`src/rtl/yutorina_bus_arbiter_pkg.sv`:
```
// Shared definitions for the system-bus arbiter: owner width, state encodings
// and helpers for the packed per-master address/data vectors.
package yutorina_bus_arbiter_pkg;

   localparam int BUS_OWNER_W = 2;
   localparam int BUS_MAX_M   = 4;

   typedef logic [BUS_OWNER_W-1:0] bus_owner_t;

   typedef enum logic [0:0] {
      BUS_IDLE  = 1'b0,
      BUS_OWNED = 1'b1
   } bus_state_e;

   localparam logic [BUS_MAX_M-1:0] BUS_GRANT_NONE = 4'b1111;

   // Low bit of master idx's slice in a packed per-master vector.
   function automatic int bus_slice_lo(input int idx, input int width);
      return idx * width;
   endfunction

   function automatic logic [BUS_MAX_M-1:0] bus_onehot(input bus_owner_t idx);
      logic [BUS_MAX_M-1:0] vec;
      vec = 4'b0000;
      vec[idx] = 1'b1;
      return vec;
   endfunction

endpackage

```
`src/rtl/yutorina_rr_pick.sv`:
```
// Combinational round-robin search: first requesting master at or after
// start, wrapping modulo NUM_M.
module yutorina_rr_pick
   import yutorina_bus_arbiter_pkg::*;
#(
   parameter int NUM_M = 4
) (
   input  logic [NUM_M-1:0] req,
   input  bus_owner_t       start,
   output bus_owner_t       winner,
   output logic             valid
);

   logic [BUS_MAX_M-1:0] req_pad_s;
   bus_owner_t           idx_s;
   int                   sum_s;

   // Scan NUM_M positions from start and keep the first hit.
   always_comb begin
      req_pad_s = BUS_MAX_M'(req);
      winner    = '0;
      valid     = 1'b0;
      idx_s     = '0;
      sum_s     = 0;
      for (int k = 0; k < NUM_M; k++) begin
         sum_s = int'(start) + k;
         if (sum_s >= NUM_M) begin
            sum_s = sum_s - NUM_M;
         end else begin
            sum_s = sum_s;
         end
         idx_s = BUS_OWNER_W'(sum_s);
         if (!valid && req_pad_s[idx_s]) begin
            valid  = 1'b1;
            winner = idx_s;
         end else begin
            valid  = valid;
         end
      end
   end

endmodule

```
`src/rtl/yutorina_bus_arbiter.sv`:
```
// Round-robin arbiter and address/control multiplexer for the shared system
// bus, using the active-low req_/grnt_/as_/rdy_ handshake.
module yutorina_bus_arbiter
   import yutorina_bus_arbiter_pkg::*;
#(
   parameter int NUM_M    = 4,
   parameter int ADDR_W   = 30,
   parameter int DATA_W   = 32,
   parameter int MAX_HOLD = 0
) (
   input  logic                      clk,
   input  logic                      rst_n,
   input  logic [NUM_M-1:0]          m_req_,
   output logic [NUM_M-1:0]          m_grnt_,
   input  logic [NUM_M*ADDR_W-1:0]   m_addr,
   input  logic [NUM_M-1:0]          m_as_,
   input  logic [NUM_M-1:0]          m_rw,
   input  logic [NUM_M*DATA_W-1:0]   m_w_data,
   output logic [NUM_M-1:0]          m_rdy_,
   output logic [ADDR_W-1:0]         s_addr,
   output logic                      s_as_,
   output logic                      s_rw,
   output logic [DATA_W-1:0]         s_w_data,
   input  logic                      s_rdy_,
   output logic [BUS_OWNER_W-1:0]    owner,
   output logic                      busy
);

   localparam int HOLD_W = (MAX_HOLD < 1) ? 1 : $clog2(MAX_HOLD + 1);
   localparam logic [HOLD_W-1:0] HOLD_MAX = HOLD_W'(MAX_HOLD);

   bus_state_e           state_r, state_s;
   bus_owner_t           owner_r, owner_s;
   logic [NUM_M-1:0]     grnt_r, grnt_s;
   logic [HOLD_W-1:0]    hold_r, hold_s;

   logic [BUS_MAX_M-1:0] req_pad_s, as_pad_s, owner_hot_s, next_hot_s;
   logic                 owner_req_s, others_s, hold_expired_s, pick_valid_s;
   bus_owner_t           start_s, pick_s;

   // Request/strobe views padded to the full owner range; absent masters never request.
   always_comb begin
      req_pad_s   = BUS_MAX_M'(~m_req_);
      as_pad_s    = ~BUS_MAX_M'(~m_as_);
      owner_hot_s = bus_onehot(owner_r);
      owner_req_s = req_pad_s[owner_r];
      others_s    = |(req_pad_s & ~owner_hot_s);
      if (owner_r == BUS_OWNER_W'(NUM_M - 1)) begin
         start_s = '0;
      end else begin
         start_s = owner_r + 2'd1;
      end
      hold_expired_s = (MAX_HOLD > 0) && (hold_r >= HOLD_MAX) && as_pad_s[owner_r] && others_s;
   end

   yutorina_rr_pick #(
      .NUM_M (NUM_M)
   ) u_pick (
      .req    (~m_req_),
      .start  (start_s),
      .winner (pick_s),
      .valid  (pick_valid_s)
   );

   // State, owner, grant and hold-counter registers.
   always_ff @(posedge clk or negedge rst_n) begin
      if (!rst_n) begin
         state_r <= BUS_IDLE;
         owner_r <= '0;
         grnt_r  <= '1;
         hold_r  <= '0;
      end else begin
         state_r <= state_s;
         owner_r <= owner_s;
         grnt_r  <= grnt_s;
         hold_r  <= hold_s;
      end
   end

   // Next-state: the owner is searched last, so any hand-over picks another master.
   always_comb begin
      state_s = state_r;
      owner_s = owner_r;
      hold_s  = hold_r;
      case (state_r)
         BUS_IDLE: begin
            if (pick_valid_s) begin
               state_s = BUS_OWNED;
               owner_s = pick_s;
               hold_s  = '0;
            end else begin
               state_s = BUS_IDLE;
            end
         end
         BUS_OWNED: begin
            if (owner_req_s && !hold_expired_s) begin
               if (others_s && (hold_r < HOLD_MAX)) begin
                  hold_s = hold_r + HOLD_W'(1);
               end else begin
                  hold_s = hold_r;
               end
            end else if (others_s) begin
               owner_s = pick_s;
               hold_s  = '0;
            end else begin
               state_s = BUS_IDLE;
               hold_s  = '0;
            end
         end
         default: begin
            state_s = BUS_IDLE;
            hold_s  = '0;
         end
      endcase
      next_hot_s = bus_onehot(owner_s);
      if (state_s == BUS_OWNED) begin
         grnt_s = ~next_hot_s[NUM_M-1:0];
      end else begin
         grnt_s = BUS_GRANT_NONE[NUM_M-1:0];
      end
   end

   // Slave-side mux and ready return; idle bus parks at a neutral read.
   always_comb begin
      s_addr   = '0;
      s_w_data = '0;
      s_rw     = 1'b1;
      s_as_    = 1'b1;
      m_rdy_   = '1;
      if (state_r == BUS_OWNED) begin
         for (int i = 0; i < NUM_M; i++) begin
            if (owner_r == BUS_OWNER_W'(i)) begin
               s_addr    = m_addr[bus_slice_lo(i, ADDR_W) +: ADDR_W];
               s_w_data  = m_w_data[bus_slice_lo(i, DATA_W) +: DATA_W];
               s_rw      = m_rw[i];
               s_as_     = m_as_[i];
               m_rdy_[i] = s_rdy_;
            end else begin
               m_rdy_[i] = 1'b1;
            end
         end
      end else begin
         s_as_ = 1'b1;
      end
   end

   assign m_grnt_ = grnt_r;
   assign owner   = owner_r;
   assign busy    = (state_r == BUS_OWNED);

endmodule

```
`config.mk`:
```
export PLATFORM = sky130hd
export DESIGN_NAME = yutorina_bus_arbiter
export DESIGN_NICKNAME = d
export VERILOG_FILES = /design/src/rtl/yutorina_bus_arbiter_pkg.sv /design/src/rtl/yutorina_rr_pick.sv /design/src/rtl/yutorina_bus_arbiter.sv
export SDC_FILE = /design/constraint.sdc
export NUM_CORES = 1
export LEC_CHECK = 0
export ABC_AREA = 1
export CAP_MARGIN = 20
export CORE_AREA = 4 4 128 130
export DETAILED_ROUTE_END_ITERATION = 7
export DIE_AREA = 0 0 132 134
export PLACE_DENSITY = 0.55
export SYNTH_ARGS = -nofsm -noshare
export SYNTH_HDL_FRONTEND = slang
export SYNTH_SLANG_ARGS = --single-unit
```
`constraint.sdc`:
```
create_clock -name clk -period 3.75 [get_ports clk]
set_input_delay 0.75 -clock clk [delete_from_list [all_inputs] [get_ports clk]]
set_output_delay 0.75 -clock clk [all_outputs]
set_load 0.01 [all_outputs]
```
==> impl_summary.log <==
INFO  metric run_status = finished clean
INFO  metric finalSetupViolCount = 0
INFO  metric clock_sink_count = 7
INFO  metric number_of_antenna_violations_at_the_first_check_in_global_routing = 0
INFO  metric setup_ws = 0.243 ns
INFO  metric max_slew.worst_pin.slew = 0.669 ns
INFO  metric setup_total_negative_slack = 0 ns
INFO  metric floorplan.core_area = 15100 sq um
INFO  metric timing.critical_path.from_type = flop
INFO  metric clk_pin_slew_worst_paths = 0.04 ns
INFO  metric max-cap-violations = 0
INFO  metric placedInstanceArea = 6150 sq um
INFO  metric period_needed = 3.51 ns
INFO  metric drt-pass1-iter-count = 5
INFO  metric drtAntennaViolNets = 0
INFO  metric placement_rows = 45
INFO  metric post_synthesis_sequential_area_ratio = 6.89%
INFO  metric worstSkewPairLatency = 0.23 ns
INFO  metric critical_path_capture_point_type = output pin
INFO  metric powerDensity = 799 nW/um^2
INFO  metric final_layout_size_suffix_gt1_share = 6.03%
INFO  metric count_of_input_and_output_buffers = 337
INFO  metric initial_utilization = 17.3%
INFO  metric tritoncts = built
INFO  metric worst_ep_arrival_time = 2.76 ns
INFO  metric dr_vias = 4757
INFO  metric ys_ff_latch = 7
INFO  metric areaGrowthSynthToFinish = 138%
INFO  metric rsz_0062_raised_after_global_routing = no
INFO  metric grt_start_max_net_pins = 69
INFO  metric netlist_instances = 475
INFO  metric critical_path.slowest_cell = clkdlybuf4s50_1
INFO  metric die_height = 134 microns
INFO  metric pre_cts_slack = 0.506 ns
INFO  metric mappedNetlistArea = 2620 sq um
INFO  metric floorplan.die.width = 132 microns
INFO  metric total_wire_length = 18.9 mm
INFO  metric fraction_of_registers_with_async_set_or_reset_after_synthesis = 100%
INFO  metric cts.repair_timing.setup_buffer_count = 0
INFO  metric maxSlewViolCount = 0
INFO  metric cts_htree_levels = 1
INFO  metric finalInstanceArea = 6230 sq um
INFO  metric final-hold-violation-count = 0
INFO  metric avgSynthCellArea = 5.51 sq um
INFO  metric initialDrtViolationCount = 236
INFO  metric critPathMaxStageDelay = 0.59 ns
INFO  metric synth_enable_flop_cells = 0
INFO  metric achievable-frequency = 285 MHz
INFO  metric sequential_cell_area = 180 sq um
INFO  metric grt.overflow.total = 0
INFO  metric path_cells = inv_1, ha_2, inv_1, nand2_1, inv_2, buf_4, a22oi_1, nand2_1, o21ai_0, a21oi_1, clkdlybuf4s50_1
INFO  metric route.detailed.wl_per_inst = 19.5 microns
INFO  metric floorplan.die_area = 17700 sq um
INFO  metric timing.critical_path.required = 3.00 ns
INFO  metric via_per_instance_ratio = 4.91
INFO  metric finalHoldWorstSlack = 0.716 ns
INFO  metric final_min_period_over_clock_period = 93.5%
INFO  metric timing_worst_setup_path_type = reg -> out
INFO  metric antenna-diode-count = 0
INFO  metric tritoncts.num_buffers = 3
INFO  metric synth.net_count = 742
INFO  metric finalNetCount = 1048
INFO  metric final.setup_skew = 0.00171 ns
INFO  metric ys_types = 27
INFO  metric dp_hpwl = 15.1 mm
INFO  metric grt_pass1_wl = 28.2 mm
INFO  metric vias_in_the_first_global_route = 4737
INFO  metric postCtsHoldBufs = 0
INFO  metric multi_input_comb_area = 2180 sq um
INFO  metric worst_ir_drop_vdd = 0.000482 V
INFO  metric num_io_pins = 338
INFO  metric ys.flop_type = dfstp_2
INFO  metric detail_route.drc_violations = 0
INFO  metric cts_resized = 0
INFO  metric fillCellCount = 1589
INFO  metric globalplace.congestion = 0.924
INFO  metric yosysWarnings = 0
INFO  metric crit_fanout = 28
INFO  metric global_route.usage.total = 19.6%
INFO  metric finalPower = 4.97 mW
INFO  metric clock_tree.buffer_depth = 2
INFO  metric hold_path.class = reg -> reg
INFO  metric leakage_power_total = 2.48 nW
INFO  metric cts.root.buffer_cell = clkbuf_16
INFO  metric max-slew-margin-rel = 55.3%
==> area by class of cell <==
type	count	area share, %
repair buffers	347	56.0
multi-input cells	404	35.0
well taps	188	3.78
flip-flops and latches	7	2.89
clock buffers	4	1.27
inverters	18	1.09
==> Yosys cell counts, drive strengths merged (4+ instances only) <==
master / n / area, sq um
clkbuf: 30 / 113
a22oi: 42 / 315
ha: 4 / 50.1
nand2: 119 / 487
o31ai: 20 / 150
a221oi: 20 / 175
buf: 16 / 78.8
nor2: 33 / 134
o21ai: 90 / 454
inv: 18 / 67.6
a21oi: 48 / 240
dfstp: 4 / 105
nand3: 19 / 105
==> placed cells by master (no fill, tap or decap) <==
master	n
buf_12	3
clkbuf_1	1
nand3_2	2
a21oi_1	48
a221oi_1	20
clkdlybuf4s50_1	337
nor2_2	4
nor2_1	29
ha_2	1
dfrtp_1	3
nand3_1	17
ha_1	3
o31ai_1	20
a22oi_1	42
o22ai_1	2
o21ai_2	1
nand2_4	1
inv_2	7
nand2_2	13
dfstp_2	4
buf_4	7
nand2_1	105
inv_1	11
o211ai_1	1
o21bai_2	1
o21a_1	2
o21ai_0	89
clkbuf_16	3
nand4_1	3
==> through the flow <==
stage	cells	utilization, %
2_1_floorplan	475	-
3_3_place_gp	964	40.6
3_5_place_dp	964	40.6
4_1_cts	968	41.1
5_1_grt	968	41.1
6_report	968	41.1
==> state kept, by name (all words and copies together) (netlist names) <==
name	cells
busy	1
owner	2
m_grnt_	4
==> power breakdown <==
group / switching, mW / internal (mW)
Clock: 0.0381 / 0.141
Sequential: 0.0297 / 0.121
Combinational: 2.43 / 2.21
Total: 2.50 / 2.47
==> path summary, 6_finish.rpt <==
check	depth (start not counted)	start	endpoint	slack, ns
worst max-delay path	11	owner[1]	s_w_data[4]	0.24
worst min-delay path	2	owner[1]	owner[1]	0.72
worst max register to register	10	owner[0]	m_grnt_[1]	1.08
worst min register to register	2	owner[1]	owner[1]	0.72
max in group asynchronous	1	rst_n	m_grnt_[2]	2.67
min in group asynchronous	1	rst_n	owner[0]	0.79
==> critical path: cells and delay by family, from the launching register on <==
| family | cells | cell delay (ns) |
|---|---|---|
| flip-flops | 1 | 0.46 |
| AO/OA/AOI/OAI | 3 | 0.43 |
| buffers and inverters | 5 | 1.22 |
| adder cells (fa/ha/maj) | 1 | 0.21 |
| AND/OR/NAND/NOR | 2 | 0.18 |
==> logic make-up after synthesis <==
logic type / share of synthesized area [%]
simple gates: 28.5
fa+ha+maj: 1.91
flops: 6.89
compound gates: 52.8
buf+inv: 9.90
==> metal layers <==
metal | up-vias | global-route usage, % | wire length (microns)
li1 | 2335 | - | -
met1 | 2205 | 24.4 | 7680
met2 | 211 | 36.1 | 9830
met3 | 6 | 4.28 | 1350
met4 | 0 | 1.11 | 59
met5 | - | 0 | 0
Power figures use the tool's default switching activity.
